==> config.mk <==
export PLATFORM = sky130hd
export DESIGN_NAME = mux16_rr_arbiter
export DESIGN_NICKNAME = d
export VERILOG_FILES = /design/src/rtl/mux16_rr_arbiter.sv
export SDC_FILE = /design/constraint.sdc
export NUM_CORES = 1
export LEC_CHECK = 0
export BUFFER_PORTS_ARGS = -buffer_cell sky130_fd_sc_hd__buf_2
export CAP_MARGIN = 25
export CORE_MARGIN = 1.5
export CORE_UTILIZATION = 49
export CTS_CLUSTER_DIAMETER = 50
export DETAILED_ROUTE_END_ITERATION = 8
export PLACE_DENSITY = 0.79
export SYNTH_ARGS = -nofsm -noshare
export SYNTH_HDL_FRONTEND = slang
export SYNTH_SLANG_ARGS = --single-unit
==> constraint.sdc <==
create_clock -name clk -period 3.95 [get_ports clk]
set_clock_uncertainty 0.2 [all_clocks]
set_input_delay 0.5925 -clock clk [delete_from_list [all_inputs] [get_ports clk]]
set_output_delay 0.5925 -clock clk [all_outputs]
set_load 0.005 [all_outputs]
==> src/rtl/mux16_rr_arbiter.sv <==
`default_nettype none
// ============================================================================
// Module   : mux16_rr_arbiter
// Purpose  : Round-robin arbiter/sequencer for a 16:1 datapath mux. Holds a
//            grant for a whole burst (until the beat flagged last) and
//            registers every accepted beat into a single-entry output stage.
// Revision : 1.0 - initial release
// ============================================================================
module mux16_rr_arbiter #(
  parameter int DATA_WIDTH = 32
) (
  input  logic                  clk,
  input  logic                  rst,
  input  logic [15:0]           req_valid,
  input  logic [15:0]           req_last,
  output logic [15:0]           req_ready,
  output logic [3:0]            mux_sel,
  input  logic [DATA_WIDTH-1:0] mux_data,
  output logic                  out_valid,
  input  logic                  out_ready,
  output logic [DATA_WIDTH-1:0] out_data,
  output logic                  out_last,
  output logic [3:0]            out_src,
  output logic                  busy
);

  typedef enum logic [0:0] {
    IDLE   = 1'b0,
    LOCKED = 1'b1
  } state_t;

  state_t                state_q, state_d;
  logic [3:0]            ptr_q, ptr_d;
  logic [3:0]            grant_q, grant_d;
  logic                  out_valid_q, out_valid_d;
  logic [DATA_WIDTH-1:0] out_data_q, out_data_d;
  logic                  out_last_q, out_last_d;
  logic [3:0]            out_src_q, out_src_d;

  logic                  win_found;
  logic [3:0]            win_idx;
  logic [3:0]            cand;
  logic                  space;
  logic                  xfer;

  // Rotating priority search: first requester at or above ptr, wrapping 15->0.
  always_comb begin
    win_found = 1'b0;
    win_idx   = ptr_q;
    cand      = '0;
    for (int i = 0; i < 16; i++) begin
      cand = ptr_q + i[3:0];
      if (!win_found && req_valid[cand]) begin
        win_found = 1'b1;
        win_idx   = cand;
      end
    end
  end

  // Output stage can take a beat when empty or draining this cycle.
  assign space = ~out_valid_q | out_ready;
  assign xfer  = (state_q == LOCKED) & req_valid[grant_q] & space;

  // Only the granted requester ever sees ready, and only while locked.
  always_comb begin
    req_ready = '0;
    if (state_q == LOCKED) begin
      req_ready[grant_q] = space;
    end
  end

  // Next-state logic: arbitrate in IDLE, release after the last beat moves.
  always_comb begin
    state_d = state_q;
    ptr_d   = ptr_q;
    grant_d = grant_q;
    case (state_q)
      IDLE: begin
        if (win_found) begin
          grant_d = win_idx;
          state_d = LOCKED;
        end
      end
      LOCKED: begin
        if (xfer && req_last[grant_q]) begin
          state_d = IDLE;
          ptr_d   = grant_q + 4'd1;
        end
      end
      default: state_d = IDLE;
    endcase
  end

  // Output register: reload on transfer, otherwise clear once drained.
  always_comb begin
    out_valid_d = out_valid_q;
    out_data_d  = out_data_q;
    out_last_d  = out_last_q;
    out_src_d   = out_src_q;
    if (xfer) begin
      out_valid_d = 1'b1;
      out_data_d  = mux_data;
      out_last_d  = req_last[grant_q];
      out_src_d   = grant_q;
    end else if (out_valid_q && out_ready) begin
      out_valid_d = 1'b0;
    end
  end

  // State and output registers with synchronous reset.
  always_ff @(posedge clk) begin
    if (rst) begin
      state_q     <= IDLE;
      ptr_q       <= '0;
      grant_q     <= '0;
      out_valid_q <= 1'b0;
      out_data_q  <= '0;
      out_last_q  <= 1'b0;
      out_src_q   <= '0;
    end else begin
      state_q     <= state_d;
      ptr_q       <= ptr_d;
      grant_q     <= grant_d;
      out_valid_q <= out_valid_d;
      out_data_q  <= out_data_d;
      out_last_q  <= out_last_d;
      out_src_q   <= out_src_d;
    end
  end

  // The select follows the grant, which holds its value while idle.
  assign mux_sel   = grant_q;
  assign busy      = (state_q == LOCKED);
  assign out_valid = out_valid_q;
  assign out_data  = out_data_q;
  assign out_last  = out_last_q;
  assign out_src   = out_src_q;

endmodule
`default_nettype wire

-- Yosys cells after proc, flatten, opt, wreduce, memory -nomap -nowiden
Index checks and enable logic that the tools add are counted.
- add/sub/neg operators: 16
- bitwise gates (word level): 6
- muxes and demuxes: 75
- order comparisons: 18
- reduce and logical (&&, ||, !) cells: 36
- operators with widths (kind ; count):
    less-than comparator 4 x 5 -> 1 bit (second input constant) ; 17
    binary-select mux 1 bit (select 4 bit) ; 18
    2-to-1 mux 4 bit ; 15
    2-to-1 mux 1 bit ; 39
    adder 4 bit (second input constant) ; 8
    logical AND 1 bit ; 18
    adder 4 x 3 -> 4 bit (second input constant) ; 4
    AND 16 bit ; 1
    2-to-1 mux 16 bit ; 1
    zero test 1 bit ; 15
    adder 4 x 1 -> 4 bit (second input constant) ; 2
    adder 4 x 2 -> 4 bit (second input constant) ; 2
    demux 1 bit (select 4 bit) ; 1
    >= comparator 4 x 1 -> 1 bit (second input constant) ; 1
    AND reduction 2 bit ; 2
    AND 1 bit ; 2
    NOT 1 bit ; 2
    one-hot mux 1 bit (2 select lines) ; 1
    nonzero test 2 bit ; 1
    OR 1 bit ; 1
- input bits: 67
- word-level logic and storage cells: 158
- flip-flop bits (word level): 47
- output and inout bits: 59

-- Depth between registers and ports, before layout
- depth in word-level cells: 50
- mapped depth: 17
- mapped depth without buffers: 11

-- Worst setup path before layout
No wires, ideal clock.
- kind: register to register
- start point: reg ptr_q[2]
- end point: reg grant_q[2] (netlist: mux_sel[2])
- slack: -0.096 ns
- path buffers: 4
- required time: 3.671 ns
- arrival time: 3.767 ns
- clock period less this slack: 4.046 ns
- cell stages (with the launch flop): 15
- library setup time: 0.079 ns
- cell sequence: dfxtp_1 > buf_2 > buf_2 > buf_2 > clkinv_1 > ha_1 > buf_1 > mux4_2 > mux2_2 > mux2_2 > nor2_1 > and4_4 > a41oi_4 > or3b_1 > o211ai_1
- longest elaborated chain between the ends: 49
- elaborated cells between the ends (all ways): 109
- classes of those cells: add/sub (15); mux (63); reduce/logical (31)
- RTL lines (what ; RTL line ; source):
    from (decl) ; 33 ; logic [3:0] ptr_q, ptr_d;
    from (signal assigned) ; 122 ; ptr_q <= ptr_d;
    branches (longest 49 deep; another with adder 4 x 1 -> 4 bit) ; - ;
    to (signal assigned) ; 123 ; grant_q <= grant_d;
    to (decl) ; 34 ; logic [3:0] grant_q, grant_d;
Parallel ways; which one is timed is not known. The select of a mux whose other input is x is not followed.
A chain may end at the register's enable or synchronous reset.

-- Final worst setup path
- start point: reg ptr_q[0]
- end point: reg grant_q[3] (netlist: mux_sel[3])
The elaborated chain is that of the path after synthesis.

==> results.md <==
* Status: finished clean
* Post-Syn Instances at 480
* Vias in the first global route at 4,336
* Maximum vdd drop at 0.0003143 V
* DP Cell Count at 708
* Die area at 9756 um2
* Setup Crit Path Kind: reg -> reg
* CP max FO at 15
* Clk root buf: clkbuf_8
* Max Freq at 271.2 MHz
* Clock sink count at 47
* CTS HTree Levels at 2
* Final min period at 3687 ps
* Drt via density at 6.291
* Slowest CP cell: dfxtp_1
* Overall Global Routing Usage at 28.18%
* Worst stage delay on the critical path at roughly 520 ps
* Post-synthesis sequential area ratio at roughly a fifth
* First-pass GRT wire length at 21,990 um
* Slew @ Worst Pin at 901.8 ps
* Grt total ovfl at 0
* Synth Register Bits at 47
* NumNets Final at approximately 690
* Placed inst area at roughly 5300 um2
* Routability congestion estimate from global placement at 1.038
* CP cell instances: inv_2, ha_4, mux2_2, mux4_2, nor2b_2, nor3_2, nand2_1, or3_1, a31oi_1, o21ai_1, o2bb2ai_1
* Final Core Density at about three fifths
* Unrepaired setup endpoints after global routing: no
* Number of antenna violations at the first check in global routing at 0
* Ranking of synthesized cells by area: dfxtp_1, mux4_2, mux2i_1
* Top cell type by total area after synthesis: dfxtp_1
* Worst-path clk slew at 100 ps
* Critical Path RT at roughly 3900 ps
* DR vias at 4,504
* Final Setup Violations at 0
* CTS tree: built
* DRC violations left at 0
* # IOs at 126
* Syn_nets at 558
* Port Buf Inserts at 125
* Share of the synthesized area in the top cell type at a little over a fifth
* Routed Wire Length at 13,830 um
* Clk buf depth at 2
* # rows at 34
* Die W at 98.77 um
* Post-Layout Cell Count at 716
* Worst-skew pair later-pin latency at about 300 ps
* Fin crit share at 93.35%
* Setup_tns at 0 ps
* Yosys Warn Count at 0
* Post-synthesis cell type count at 63
* Initial drt markers at 371
* Hold WS at 303.7 ps
* Post-route ant nets at 0
* Slew Viols, Final at 0
* CP endpoint kind: flip-flop
* Crit path DAT at 3660 ps
* PD cells at 533.4 nW/um2
* Core region area at 8806 um2
* Post-synth ARST share at 0%
* WL per Instance at 19.32 um
* Post-cts sizing count at 0
* Largest net degree at the start of global routing at 50
* Hpwl dp at 10,620 um
* CTS Hold Bufs at 0
* Hold Path Class: reg -> reg
* First-pass iteration count of the detailed router at 7
* Max-cap check violation count at 0
* Relative slew slack at 39.88%
* Number of synthesized flops with an enable pin at 0
* CTS Buf Count at 5
* Syn_area_per_cell at 9.363 um2
* P_leak at 2.463 nW
* Initial core utilization at 51.04%
* Design Area, Final at 5406 um2
* Fin. Hold Viols at 0
* Post-CTS setup buffers at 0
* Post-synth top flop: dfxtp_1
* Synthesis-to-layout area growth at 20.30%
* Die Y at a little under 100 um
* Ant diodes at 0
* CP startpoint kind: flip-flop
* Layout cells sized above 1 at 38.16%
* Post-Syn Area at 4494 um2
==> logic make-up after synthesis <==
| kind of cell | count (synthesis) | share of synthesized area [%] |
|---|---|---|
| and+or+nand+nor | 168 | 17.48 |
| muxes | 119 | 38.08 |
| AOI/OAI and AO/OA | 86 | 13.36 |
| DFF | 47 | 20.94 |
| buffers and inverters | 38 | 4.426 |
| xor gates and xnor gates | 11 | 2.645 |
| adders and majority gates | 11 | 3.062 |
==> per-stage QoR <==
| stage | worst slack (ps) | total power, mW |
|---|---|---|
| CTS | 270.9 | 2.842 |
| floorplan | 41.40 | 1.998 |
| finish | 262.7 | 2.884 |
| detailed placement | 290.9 | 2.525 |
| global route | 20.00 | 3.062 |
| global placement | 321.0 | 2.493 |
==> final cells by class <==
class,count,area (um2)
clock inverters,3,27.53
well taps,108,135.1
flip-flops and latches,47,940.9
inverters,8,30.03
clock buffers,5,68.82
fillers,725,3400
multi-input cells,395,3378
repair buffers,150,825.8
==> per-layer routing <==
layer  vias to the layer above  routed length, um  GRT usage, %
met5                         -                  0             0
met4                         0                255         6.703
met3                        19               1165         3.333
met2                       272               6752         47.53
met1                      2143               5658         38.84
li1                       2070                  -             -
==> final timing paths <==
kind | depth (start not counted) | end | from | slack (ps)
setup / recovery | 11 | mux_sel[3] | ptr_q[0] | 260
hold / removal | 2 | out_last | out_last | 300
hold reg to reg | 2 | out_last | out_last | 300
setup reg to reg | 11 | mux_sel[3] | ptr_q[0] | 260
==> flip-flops by register name, indices dropped and copies added (netlist names) <==
name,count
out_last,1
out_valid,1
busy,1
ptr_q,4
mux_sel,4
out_src,4
out_data,32
==> critical path, delay by kind of cell, from the launching register on <==
family | cells | cell delay, ps
buf+inv | 1 | 100
flops | 1 | 520
compound gates | 3 | 470
simple gates | 4 | 990
fa+ha+maj | 1 | 420
mux | 2 | 860
==> report_power, final <==
group          switching [mW]  internal (mW)  leakage [nW]
Combinational            1.09          0.861          2.03
Clock                   0.182          0.131        0.0467
Sequential             0.0711          0.547         0.383
Total                    1.34           1.54          2.46
==> Yosys cell counts (all sizes together), types with 2 or more instances <==
cell type  count
nand4          2
nor2          87
a31oi          6
o211ai         6
nand2b         3
dfxtp         47
o21ai         12
o32ai          2
nand3b         2
xor2           4
and3           4
and2           4
o221ai         4
a21boi         2
mux2          14
buf           21
o22ai          8
xnor2          7
or3            3
nor3          13
mux2i         66
o21bai         2
mux4          39
a221oi         2
nor4           2
a211oi         3
nand3          9
nand2         31
o32a           3
ha            11
clkbuf         9
nor2b          4
a21oi         25
inv            7
o311ai         2
==> placed cells by master (no fill, tap or decap), types with 3 or more instances in the layout <==
| master | count |
|---|---|
| and3_1 | 4 |
| xor2_1 | 3 |
| mux2i_2 | 3 |
| xnor2_1 | 5 |
| o22ai_1 | 8 |
| o211ai_1 | 5 |
| nand3_1 | 8 |
| o221ai_1 | 4 |
| nor2_1 | 87 |
| inv_1 | 6 |
| or3_1 | 3 |
| dfxtp_1 | 47 |
| mux2i_1 | 63 |
| o21ai_0 | 8 |
| and2_1 | 3 |
| a21oi_1 | 25 |
| buf_2 | 125 |
| a31oi_1 | 6 |
| buf_4 | 24 |
| mux2_2 | 13 |
| nor3_1 | 11 |
| o21ai_1 | 4 |
| mux4_2 | 39 |
| clkbuf_8 | 5 |
| nand2_1 | 31 |
| ha_1 | 10 |
| o32a_1 | 3 |
| nor2b_1 | 3 |
| nand2b_1 | 3 |
| a211oi_1 | 3 |
Power figures use the tool's default switching activity.
